<file path="config.mk">
export PLATFORM = sky130hd
export DESIGN_NAME = traffic_light_monitor_flat
export DESIGN_NICKNAME = d
export VERILOG_FILES = /design/src/rtl/traffic_light_monitor_if.sv /design/src/rtl/traffic_light_monitor.sv /design/src/flat_wrapper.sv
export SDC_FILE = /design/constraint.sdc
export NUM_CORES = 1
export LEC_CHECK = 0
export BUFFER_PORTS_ARGS = -buffer_cell sky130_fd_sc_hd__buf_2
export CORE_ASPECT_RATIO = 0.5
export CORE_MARGIN = 3
export CORE_UTILIZATION = 56
export CTS_BUF_LIST = sky130_fd_sc_hd__clkbuf_4
export DETAILED_ROUTE_END_ITERATION = 6
export MAX_ROUTING_LAYER = met4
export PLACE_DENSITY = 0.79
export SYNTH_ARGS = -nofsm -noshare
export SYNTH_HDL_FRONTEND = slang
export SYNTH_SLANG_ARGS = --single-unit
</file>
<file path="constraint.sdc">
create_clock -name clk -period 3.75 [get_ports clk]
set_clock_uncertainty 0.15 [all_clocks]
set_input_delay 0.1875 -clock clk [delete_from_list [all_inputs] [get_ports clk]]
set_output_delay 0.1875 -clock clk [all_outputs]
set_load 0.02 [all_outputs]
</file>
<file path="src/rtl/traffic_light_monitor_if.sv">
// Observation bus between a traffic-light controller and traffic_light_monitor.
// The controller side (master) drives the four lamp buses and the clr pulse;
// the monitor (slave) returns the decoded status. There is no handshake: the
// lamp buses are sampled on every rising clk edge and the status outputs are
// plain registered values, valid from the edge that updates them.
interface traffic_light_monitor_if;
  logic [2:0] light_L_R;
  logic [2:0] light_D_R;
  logic [2:0] light_L_D;
  logic [2:0] light_R_L_D;
  logic       clr;
  logic [2:0] phase;
  logic [3:0] dwell;
  logic [7:0] cycle_cnt;
  logic       tracking;
  logic       err_pat;
  logic       err_seq;
  logic       err_time;
  logic [1:0] dbg_state;

  modport master (
    output light_L_R, light_D_R, light_L_D, light_R_L_D, clr,
    input  phase, dwell, cycle_cnt, tracking, err_pat, err_seq, err_time, dbg_state
  );

  modport slave (
    input  light_L_R, light_D_R, light_L_D, light_R_L_D, clr,
    output phase, dwell, cycle_cnt, tracking, err_pat, err_seq, err_time, dbg_state
  );
endinterface

</file>
<file path="src/rtl/traffic_light_monitor.sv">
// Passive monitor for a six-phase traffic-light controller. Lamp buses are
// registered once, decoded on the following edge into phase/dwell, and checked
// for illegal patterns, illegal phase order and (optionally) dwell timing.
// Optional feature: define TLM_TIMING_CHECK_EN to enable dwell timing checks;
// without it err_time is tied low and no dwell comparators are built.
// dbg_state exposes the FSM: 0 = SYNC, 1 = TRACK, 2 = FAULT.
module traffic_light_monitor (
  input logic                    clk,
  input logic                    rst,
  traffic_light_monitor_if.slave bus
);

  typedef enum logic [1:0] {SYNC = 2'd0, TRACK = 2'd1, FAULT = 2'd2} state_t;

  localparam logic [2:0] PH_S1  = 3'd0;
  localparam logic [2:0] PH_S6  = 3'd5;
  localparam logic [2:0] PH_ILL = 3'd7;

  state_t     state_q, state_d;
  logic [2:0] lr_q, rld_q, ld_q, dr_q;
  logic       in_vld_q;
  logic [2:0] phase_q, phase_d, ph_smp, ph_succ;
  logic [3:0] dwell_q, dwell_d, dwell_inc;
  logic [7:0] cyc_q, cyc_d;
  logic       err_pat_q, err_pat_d, err_seq_q, err_seq_d;
  logic       new_pat, new_seq, new_time;

  // Lamp pattern order is {L_R, R_L_D, L_D, D_R}.
  function automatic logic [2:0] decode(input logic [11:0] v);
    case (v)
      12'b001_001_100_100: decode = 3'd0;
      12'b001_010_100_100: decode = 3'd1;
      12'b001_100_001_100: decode = 3'd2;
      12'b010_100_010_100: decode = 3'd3;
      12'b100_100_100_001: decode = 3'd4;
      12'b100_100_100_010: decode = 3'd5;
      default:             decode = PH_ILL;
    endcase
  endfunction

  // Decode the registered sample and derive the dwell/successor helpers.
  always_comb begin
    ph_smp    = decode({lr_q, rld_q, ld_q, dr_q});
    ph_succ   = (phase_q == PH_S6) ? PH_S1 : phase_q + 3'd1;
    dwell_inc = (dwell_q == 4'd15) ? 4'd15 : dwell_q + 4'd1;
  end

`ifdef TLM_TIMING_CHECK_EN
  logic       partial_q;
  logic       err_time_q;
  logic [3:0] exp_dw;

  function automatic logic [3:0] exp_dwell(input logic [2:0] ph);
    case (ph)
      3'd0:    exp_dwell = 4'd8;
      3'd1:    exp_dwell = 4'd3;
      3'd2:    exp_dwell = 4'd7;
      3'd3:    exp_dwell = 4'd3;
      3'd4:    exp_dwell = 4'd4;
      default: exp_dwell = 4'd3;
    endcase
  endfunction

  // Timing error: staying past the expected dwell, or leaving a full phase
  // with the wrong dwell (the S1 joined mid-way may only be too long).
  always_comb begin
    exp_dw   = exp_dwell(phase_q);
    new_time = 1'b0;
    if (in_vld_q && state_q == TRACK) begin
      if (ph_smp == phase_q) new_time = (dwell_q >= exp_dw);
      else if (partial_q)    new_time = (dwell_q > exp_dw);
      else                   new_time = (dwell_q != exp_dw);
    end
  end

  // Partial flag marks the S1 that SYNC joined; any phase change clears it.
  always_ff @(posedge clk or negedge rst) begin
    if (!rst) begin
      partial_q  <= 1'b0;
      err_time_q <= 1'b0;
    end else begin
      err_time_q <= (err_time_q & ~bus.clr) | new_time;
      if (in_vld_q) begin
        if (state_q == SYNC && ph_smp == PH_S1) partial_q <= 1'b1;
        else if (ph_smp != phase_q)             partial_q <= 1'b0;
      end
    end
  end

  assign bus.err_time = err_time_q;
`else
  assign new_time     = 1'b0;
  assign bus.err_time = 1'b0;
`endif

  // Next-state and status update; FAULT only follows phase/dwell until clr.
  always_comb begin
    state_d = state_q;
    phase_d = phase_q;
    dwell_d = dwell_q;
    cyc_d   = cyc_q;
    new_pat = 1'b0;
    new_seq = 1'b0;
    if (in_vld_q) begin
      phase_d = ph_smp;
      dwell_d = (ph_smp == phase_q) ? dwell_inc : 4'd1;
      case (state_q)
        SYNC: begin
          if (ph_smp == PH_ILL) begin
            new_pat = 1'b1;
            state_d = FAULT;
          end else if (ph_smp == PH_S1) begin
            state_d = TRACK;
            dwell_d = 4'd1;
          end
        end
        TRACK: begin
          if (ph_smp != phase_q) begin
            if (ph_smp == PH_ILL)                    new_pat = 1'b1;
            else if (ph_smp != ph_succ)              new_seq = 1'b1;
            else if (phase_q == PH_S6 && !new_time)  cyc_d = cyc_q + 8'd1;
          end
          if (new_pat || new_seq || new_time) state_d = FAULT;
        end
        default: ;
      endcase
    end
    if (state_q == FAULT && bus.clr) state_d = SYNC;
    err_pat_d = (err_pat_q & ~bus.clr) | new_pat;
    err_seq_d = (err_seq_q & ~bus.clr) | new_seq;
  end

  // Input sample registers and monitor state.
  always_ff @(posedge clk or negedge rst) begin
    if (!rst) begin
      lr_q      <= 3'd0;
      rld_q     <= 3'd0;
      ld_q      <= 3'd0;
      dr_q      <= 3'd0;
      in_vld_q  <= 1'b0;
      state_q   <= SYNC;
      phase_q   <= PH_ILL;
      dwell_q   <= 4'd0;
      cyc_q     <= 8'd0;
      err_pat_q <= 1'b0;
      err_seq_q <= 1'b0;
    end else begin
      lr_q      <= bus.light_L_R;
      rld_q     <= bus.light_R_L_D;
      ld_q      <= bus.light_L_D;
      dr_q      <= bus.light_D_R;
      in_vld_q  <= 1'b1;
      state_q   <= state_d;
      phase_q   <= phase_d;
      dwell_q   <= dwell_d;
      cyc_q     <= cyc_d;
      err_pat_q <= err_pat_d;
      err_seq_q <= err_seq_d;
    end
  end

  assign bus.phase     = phase_q;
  assign bus.dwell     = dwell_q;
  assign bus.cycle_cnt = cyc_q;
  assign bus.tracking  = (state_q == TRACK);
  assign bus.err_pat   = err_pat_q;
  assign bus.err_seq   = err_seq_q;
  assign bus.dbg_state = state_q;

endmodule

</file>
<file path="src/flat_wrapper.sv">
// flat-port wrapper written by rule: the top's interface ports become plain ports
module traffic_light_monitor_flat 
  (clk, rst, bus_light_L_R, bus_light_D_R, bus_light_L_D, bus_light_R_L_D, bus_clr, bus_phase, bus_dwell, bus_cycle_cnt, bus_tracking, bus_err_pat, bus_err_seq, bus_err_time, bus_dbg_state);
  traffic_light_monitor_if bus_i ();
  input logic clk;
  input logic rst;
  input wire logic [$bits(bus_i.light_L_R)-1:0] bus_light_L_R;
  input wire logic [$bits(bus_i.light_D_R)-1:0] bus_light_D_R;
  input wire logic [$bits(bus_i.light_L_D)-1:0] bus_light_L_D;
  input wire logic [$bits(bus_i.light_R_L_D)-1:0] bus_light_R_L_D;
  input wire logic [$bits(bus_i.clr)-1:0] bus_clr;
  output wire logic [$bits(bus_i.phase)-1:0] bus_phase;
  output wire logic [$bits(bus_i.dwell)-1:0] bus_dwell;
  output wire logic [$bits(bus_i.cycle_cnt)-1:0] bus_cycle_cnt;
  output wire logic [$bits(bus_i.tracking)-1:0] bus_tracking;
  output wire logic [$bits(bus_i.err_pat)-1:0] bus_err_pat;
  output wire logic [$bits(bus_i.err_seq)-1:0] bus_err_seq;
  output wire logic [$bits(bus_i.err_time)-1:0] bus_err_time;
  output wire logic [$bits(bus_i.dbg_state)-1:0] bus_dbg_state;
  assign bus_i.light_L_R = bus_light_L_R;
  assign bus_i.light_D_R = bus_light_D_R;
  assign bus_i.light_L_D = bus_light_L_D;
  assign bus_i.light_R_L_D = bus_light_R_L_D;
  assign bus_i.clr = bus_clr;
  assign bus_phase = bus_i.phase;
  assign bus_dwell = bus_i.dwell;
  assign bus_cycle_cnt = bus_i.cycle_cnt;
  assign bus_tracking = bus_i.tracking;
  assign bus_err_pat = bus_i.err_pat;
  assign bus_err_seq = bus_i.err_seq;
  assign bus_err_time = bus_i.err_time;
  assign bus_dbg_state = bus_i.dbg_state;
  traffic_light_monitor u_core (.clk(clk), .rst(rst), .bus(bus_i));
endmodule
</file>
* Word-level counts from Yosys, hierarchy flattened
Cells that the tools add are included.
** Cells by class
- Add/sub/neg operators :: 3
- Equality and inequality tests :: 16
- Reductions and logical operators :: 8
- Mux-type cells :: 26
- Bitwise gates (word level) :: 7
** Operator list (count)
- $eq A12 B10 Y1 const B :: 3
- $eq A12 B12 Y1 const B :: 2
- $mux W4 :: 5
- $pmux W3 S6 :: 1
- $eq A12 B11 Y1 const B :: 1
- $mux W1 :: 12
- $mux W2 :: 5
- $add A8 B1 Y8 const B :: 1
- $eq A3 B3 Y1 const B :: 2
- $ne A3 B3 Y1 :: 2
- $reduce_and A6 Y1 :: 1
- $add A4 B1 Y4 const B :: 1
- $eq A4 B4 Y1 const B :: 1
- $ne A4 B1 Y1 const B :: 1
- $pmux W2 S2 :: 1
- $reduce_and A4 Y1 :: 1
- $add A3 B1 Y3 const B :: 1
- $eq A3 B3 Y1 :: 1
- $logic_not A3 Y1 :: 1
- $mux W3 :: 1
- $ne A3 B1 Y1 const B :: 1
- $not A1 Y1 :: 3
- $reduce_bool A3 Y1 :: 1
- $and A1 B1 Y1 :: 2
- 8 further kinds :: 9
** Word-level totals
- Register bits after elaboration :: 32
- Logic and storage cells :: 71
- Input bits :: 15
- Output and inout bits :: 21

* Depth between registers and ports, before layout
Gate-level depths: netlist (run 1).
- Word-level depth :: 13
- Gate-level depth with buffers :: 9
- Depth with buffers taken out :: 7

* Worst setup path after synthesis (run 1)
OpenSTA, ideal clock, no wires.
- Path kind :: register -> register
- Start point :: register u_core.lr_q[2]
- End point :: register u_core.dwell_q[0] (netlist: u_core.bus.dwell[0])
- Data required time :: 3479 ps
- Buffers on the path :: 0
- Slack :: 1160 ps
- Stages on the path, launching flop included :: 8
- Library setup time :: 121 ps
- Data arrival time :: 2319 ps
- Clock period less this slack :: 2590 ps
- Path through :: dfrtp_1 or4b_4 a2111oi_4 nor3_2 or3_1 a22oi_2 o41ai_2 o22a_1
** On the way
- Word-level cells in the longest chain between the ends :: 7
- Elaborated cells on any way between the ends :: 14
- Those cells by class :: eq/ne: 8; mux: 5; reduce/logical: 1
** RTL lines
- start, declared :: line traffic_light_monitor.sv:20 : logic [2:0] lr_q, rld_q, ld_q, dr_q;
- start signal, assigned :: line traffic_light_monitor.sv:148 : lr_q <= bus.light_L_R;
- $eq A12 B12 Y1, or another cell as far along :: line traffic_light_monitor.sv:30 : case (v)
- $pmux W3 S6 (*) :: line traffic_light_monitor.sv:30
- $eq A3 B3 Y1 :: line traffic_light_monitor.sv:106 : dwell_d = (ph_smp == phase_q) ? dwell_inc : 4'd1;
- $mux W4 :: line traffic_light_monitor.sv:106
- $mux W4 :: line traffic_light_monitor.sv:112 : end else if (ph_smp == PH_S1) begin
- $mux W4 :: line traffic_light_monitor.sv:109 : if (ph_smp == PH_ILL) begin
- $mux W4 (*) :: line traffic_light_monitor.sv:107 : case (state_q)
- end signal, assigned :: line traffic_light_monitor.sv:155 : dwell_q <= dwell_d;
- end, declared :: line traffic_light_monitor.sv:23 : logic [3:0] dwell_q, dwell_d, dwell_inc;
Mark *: on every way between the ends. The rest lies on a longest branch, timed or not.
A chain may end at the register's enable or synchronous reset.

* Worst setup path after layout (run 1)
- Start point :: register u_core.lr_q[0]
- End point :: register u_core.dwell_q[2] (netlist: u_core.bus.dwell[2])
The elaborated chain is that of the path after synthesis.

==> results of run 1 <==
worst max-delay path by stage:
| stage | start | end | slack [ps] |
|---|---|---|---|
| 2_1_floorplan | u_core.lr_q[2] | u_core.bus.dwell[0] | 1160 |
| 3_3_place_gp | u_core.lr_q[2] | u_core.bus.dwell[0] | 920 |
| 3_5_place_dp | u_core.lr_q[0] | u_core.bus.dwell[0] | 890 |
| 4_1_cts | u_core.lr_q[0] | u_core.bus.dwell[2] | 840 |
| 5_1_grt | u_core.rld_q[0] | u_core.bus.dwell[2] | 620 |
| 6_report | u_core.lr_q[0] | u_core.bus.dwell[2] | 820 |
cell families after synthesis:
group                      after synthesis  synth area share [%]
buffers and inverters                   12                  2.80
other                                    2                 0.421
xor gates and xnor gates                11                  5.40
AOI/OAI and AO/OA                       28                  13.7
DFF                                     32                  45.1
adders and majority gates                2                  1.40
and+or+nand+nor                         74                  27.7
muxes                                    6                  3.57
sequential cells by signal, summed over array words and instances, names as in the netlist:
| name | flops |
|---|---|
| u_core.bus.cycle_cnt | 8 |
| u_core.bus.dwell | 4 |
| u_core.bus.phase | 3 |
| u_core.dr_q | 3 |
| u_core.ld_q | 3 |
| u_core.lr_q | 3 |
| u_core.rld_q | 3 |
| u_core.bus.dbg_state | 2 |
| u_core.bus.err_pat | 1 |
| u_core.bus.err_seq | 1 |
| u_core.in_vld_q | 1 |
placed cells by master, fill, tap and decap left out, drive strengths merged, types with 4 or more instances in the layout:
| cell | count |
|---|---|
| buf | 34 |
| dfrtp | 29 |
| dlygate4sd3 | 14 |
| nor2 | 11 |
| nand3 | 9 |
| xnor2 | 8 |
| nand2 | 6 |
| nand4 | 6 |
| inv | 5 |
| clkbuf | 5 |
| nor4b | 4 |
| and4 | 4 |
| a21oi | 4 |
| nor2b | 4 |
| o21ai | 4 |
metal layers:
layer / up-vias / track usage (%) / share of wire (%)
li1: 730 / - / -
met4: 0 / 5.68 / 0.52
met3: 2 / 7.58 / 8.0
met1: 701 / 30.8 / 45
met2: 66 / 35.5 / 46
met5: - / - / 0
layout make-up:
class                           count  area share (%)
Clock buffer                        5            1.71
Clock inverter                      3            1.94
Inverter                            5           0.857
Multi-Input combinational cell    123            42.5
Sequential cell                    32            36.7
Tap cell                           37            2.11
Timing Repair Buffer               48            14.2
power groups by stage:
stage	logic, mW	clock network, mW	registers (mW)
after global routing	0.161	0.291	0.415
after CTS	0.146	0.270	0.409
after floorplan	0.0714	0	0.428
final	0.146	0.266	0.411
after detailed placement	0.135	0	0.415
after global placement	0.130	0	0.414
through the flow:
step,setup WS [ps],std cells,util (%)
after floorplan,1160,167,-
after global placement,919,231,70.0
after detailed placement,885,231,70.0
after CTS,837,253,77.9
after global routing,620,253,77.9
final,822,253,77.9
critical path, delay by kind of cell (launching register included):
family,cells,cell delay [ps]
compound gates,3,640
flops,1,470
simple gates,4,1600
==> summary.txt, run 1 <==
Initial Util - 63.5%
Setup Fix Bufs, Post-CTS - 0
crit-path max cell delay - 590 ps
Async SR Flop Fraction - 100%
R2R Setup Slk - 820 ps
Routed Antenna Nets - 0
Final Hold Vio Count - 0
Clock power frac - 32.4%
Main synth FF type - dfrtp_1
Final Setup Violations - 0
fillers - 177
CP arrival - 3050 ps
buffers added on ports - 34
CTS tree - yes
die area - 3940 sq um
Setup CP Type - flip-flop to flip-flop
Storage cell area - 805 sq um
clock-pin transition on the worst setup and hold timing paths - 110 ps
cell row count - 13
Least-Margin Pin Slew - 711 ps
Routed wire per std cell - 16.0 um
internal power - 580 uW
hold bufs inserted after CTS - 14
vias in the first global route - 1363
clock sink total - 32
Fmax achieved - 341 MHz
list of most frequent post-synthesis cells - 29 x dfrtp_1, 11 x nor2_1, 9 x nand3_1
GR Overflow Total - 0
Slew HR - 51.9%
n_diodes - 0
area of the multi-input gates - 931 sq um
nets@finish - 232
minimum clock period - 2930 ps
CTS resizes - 0
DR pass1 iterations - 6
final WL - 4040 um
crit share post-route - 78.1%
proportion of layout cells with a drive suffix above 1 - 25.9%
core region area - 2810 sq um
worst reg2reg path depth - 7
GP Congestion - 0.885
WP data required - 3870 ps
type of origin of the critical path - flip-flop
CP Max Fanout - 8
# DRC - 0
status - complete, no violations
Post-Layout Inst Area - 2190 sq um
Final Power - 823 uW
Reg power frac - 49.9%
syn avg cell area - 10.7 sq um
area leader, netlist - dfrtp_1
Synth warnings - 0
post-synth cell types - 58
Post-synth EDFFs - 0
die span in x - 85.9 um
most common cell in the netlist - dfrtp_1
Num CTS Buffers - 5
first-pass GRT wire length - 6590 um
worst reg2reg endpoint - u_core.bus.dwell[2]
final hold slack - 267 ps
max-cap violation count - 0
via count - 1499
Mapped Nets - 184
pin count of the biggest net entering global routing - 33
number of DRC markers in iteration 0 - 137
LEAKAGE - 0.959 nW
Hold Crit Class - input port to async pin
placed inst area - 1970 sq um
Mapped Area - 1790 sq um
worst path cell trace - nor4b_1 -> and4_1 -> nor3_2 -> or3_1 -> a22oi_2 -> o41ai_2 -> a211oi_2
clock tree buffer depth - 2
Total GRT Usage - 23.4%
Die H - 45.9 um
switch share - 29.5%
#FFs+latches synth - 32
PwrDens - 376 nW/um^2
Critical Path Sink Type - flip-flop
antenna violations before repair - 0
Reg-to-Reg Start - u_core.lr_q[0]
Final Max Slew Viols - 0
TNS Setup - 0 ps
io pins - 36
Switching Power - 243 uW
Post-Syn Instances - 167
H-tree levels - 2
RSZ-0062 raised after global routing - false
DR vias/cell - 5.92
Comb pwr share - 17.7%
Area contributors post-synth - dfrtp_1 41%, dfstp_2 4.4%, xnor2_1 3.9%
register area share after synthesis - 45.1%
clk_lat worst skew - 340 ps
Clock Tree Root - clkbuf_4
post-DP HPWL - 2820 um
area grow syn2layout - 22.7%
Slowest-stage cell, CP - nor4b_1
share of the synthesized area in the top cell type - 40.6%
VDD IR max - 0.000332 V
Note: power is estimated with default switching activity, not from simulation.
==> run 2: changes to the inputs <==
- clock period: 3.75 -> 2.9 ns (I/O delays scaled with it)
==> run 2 against run 1 <==
Net effect:
- flip-flop and latch count unchanged
- register-to-register slack worse by 660 ps
- utilization rose by 0.80 points
- worst hold slack worse by 28 ps
- die area did not move
- fmax grew 6.8%
- clock-buffer cell count unchanged
==> summary.txt, run 2 (synthesized netlist as in run 1, its figures left out) <==
status - complete, no violations
LEAKAGE - 0.976 nW
type of origin of the critical path - flip-flop
Finished Core Util - 78.7%
most frequent cells in the layout - 34 x buf_2, 27 x dfrtp_1, 14 x dlygate4sd3_1
GP Congestion - 0.908
R2R Setup Slk - 160 ps
CP arrival - 2790 ps
Num CTS Buffers - 5
worst reg2reg path depth - 7
proportion of layout cells with a drive suffix above 1 - 28.1%
Storage cell area - 807 sq um
Critical Path Sink Type - flip-flop
Clock Tree Root - clkbuf_4
final WL - 4180 um
Routed Antenna Nets - 0
Least-Margin Pin Slew - 706 ps
DR pass1 iterations - 4
Setup Fix Bufs, Post-CTS - 0
Fmax achieved - 365 MHz
Setup CP Type - flip-flop to flip-flop
cell row count - 13
Hold Crit Class - input port to async pin
crit path to - u_core.bus.dbg_state[1]
VDD IR max - 0.000426 V
H-tree levels - 2
CP Max Fanout - 8
post-DP HPWL - 2900 um
minimum clock period - 2740 ps
commonest non-fill, non-tap cell in the layout - buf_2
via count - 1561
# DRC - 0
clock tree buffer depth - 2
fillers - 189
buffers added on ports - 34
die area - 3940 sq um
io pins - 36
vias in the first global route - 1468
n_diodes - 0
antenna violations before repair - 0
area grow syn2layout - 24.0%
TNS Setup - 0 ps
pin count of the biggest net entering global routing - 33
nets@finish - 237
clk_lat worst skew - 330 ps
critical path startpoint - u_core.lr_q[0]
Die H - 45.9 um
max reg flops - 8
crit share post-route - 94.6%
PwrDens - 434 nW/um^2
WP data required - 2950 ps
Final Setup Violations - 0
Initial Util - 63.5%
worst reg2reg endpoint - u_core.bus.dbg_state[1]
Slew HR - 52.9%
first-pass GRT wire length - 7000 um
area of the multi-input gates - 942 sq um
Final Max Slew Viols - 0
DR vias/cell - 6.05
Final Hold Vio Count - 0
die span in x - 85.9 um
clock sink total - 32
Total GRT Usage - 24.8%
Routed wire per std cell - 16.2 um
GR Overflow Total - 0
core region area - 2810 sq um
max-cap violation count - 0
Reg-to-Reg Start - u_core.lr_q[0]
number of DRC markers in iteration 0 - 102
CTS tree - yes
RSZ-0062 raised after global routing - false
clock-pin transition on the worst setup and hold timing paths - 100 ps
-- run 2: cell count changes in the layout (fill, tap and decap cells not counted), sizes merged --
cell	change
bufinv	-1
clkinv	+2
clkinvlp	-1
buf	+5
-- run 2: worst min path at each step --
stage | startpoint | to | slack (ps)
after floorplan | rst | u_core.bus.cycle_cnt[0] | -300
after global routing | rst | u_core.bus.cycle_cnt[6] | 290
after global placement | rst | u_core.bus.cycle_cnt[7] | 70
final | rst | u_core.bus.cycle_cnt[6] | 240
after CTS | rst | u_core.bus.cycle_cnt[6] | 250
after detailed placement | rst | u_core.bus.cycle_cnt[6] | 80
-- run 2: critical path: stages (launching register included) --
cell      delay, ps
dfrtp_2         450
or4b_1          560
or4_1           580
o221ai_4        150
o211ai_1        140
a211o_1         320
o311ai_1        100
o311ai_1        160
-- run 2: area by class of cell --
cell class	instances	area share [%]
flip-flops and latches	32	36.5
repair buffers	53	15.7
inverters	5	0.848
clock buffers	5	1.70
multi-input cells	123	42.6
well taps	37	2.09
clock inverters	3	0.622
-- run 2: where the power goes --
group	internal [mW]	switching [mW]	total, mW
registers	0.480	0.0491	0.529
logic	0.0926	0.102	0.194
clock network	0.0888	0.148	0.237
total	0.661	0.299	0.960
-- run 2: per-layer routing --
| metal | GRT usage (%) | up-vias | wire length [um] |
|---|---|---|---|
| met5 | - | - | 0 |
| met4 | 6.62 | 0 | 54 |
| met3 | 6.50 | 6 | 249 |
| met2 | 41.2 | 63 | 2000 |
| met1 | 30.7 | 755 | 1870 |
| li1 | - | 737 | - |
-- run 2: stage by stage --
| step | setup WS, ps | cells | hold WS (ps) | total power [mW] | cell area, sq um |
|---|---|---|---|---|---|
| after floorplan | 310 | 167 | -301 | 0.646 | 1790 |
| after global placement | 221 | 236 | 68.0 | 0.706 | 2010 |
| after detailed placement | 175 | 236 | 79.2 | 0.713 | 2010 |
| after CTS | 138 | 258 | 254 | 0.964 | 2200 |
| after global routing | 3.72 | 258 | 291 | 1.02 | 2210 |
| final | 157 | 258 | 239 | 0.960 | 2210 |
-- run 2: what timing repair did --
action,4_1_cts,5_1_grt
hold buffers,14,0
hold endpoints to repair,43,0
endpoints found under the setup margin,0,3
gates resized for setup,0,3
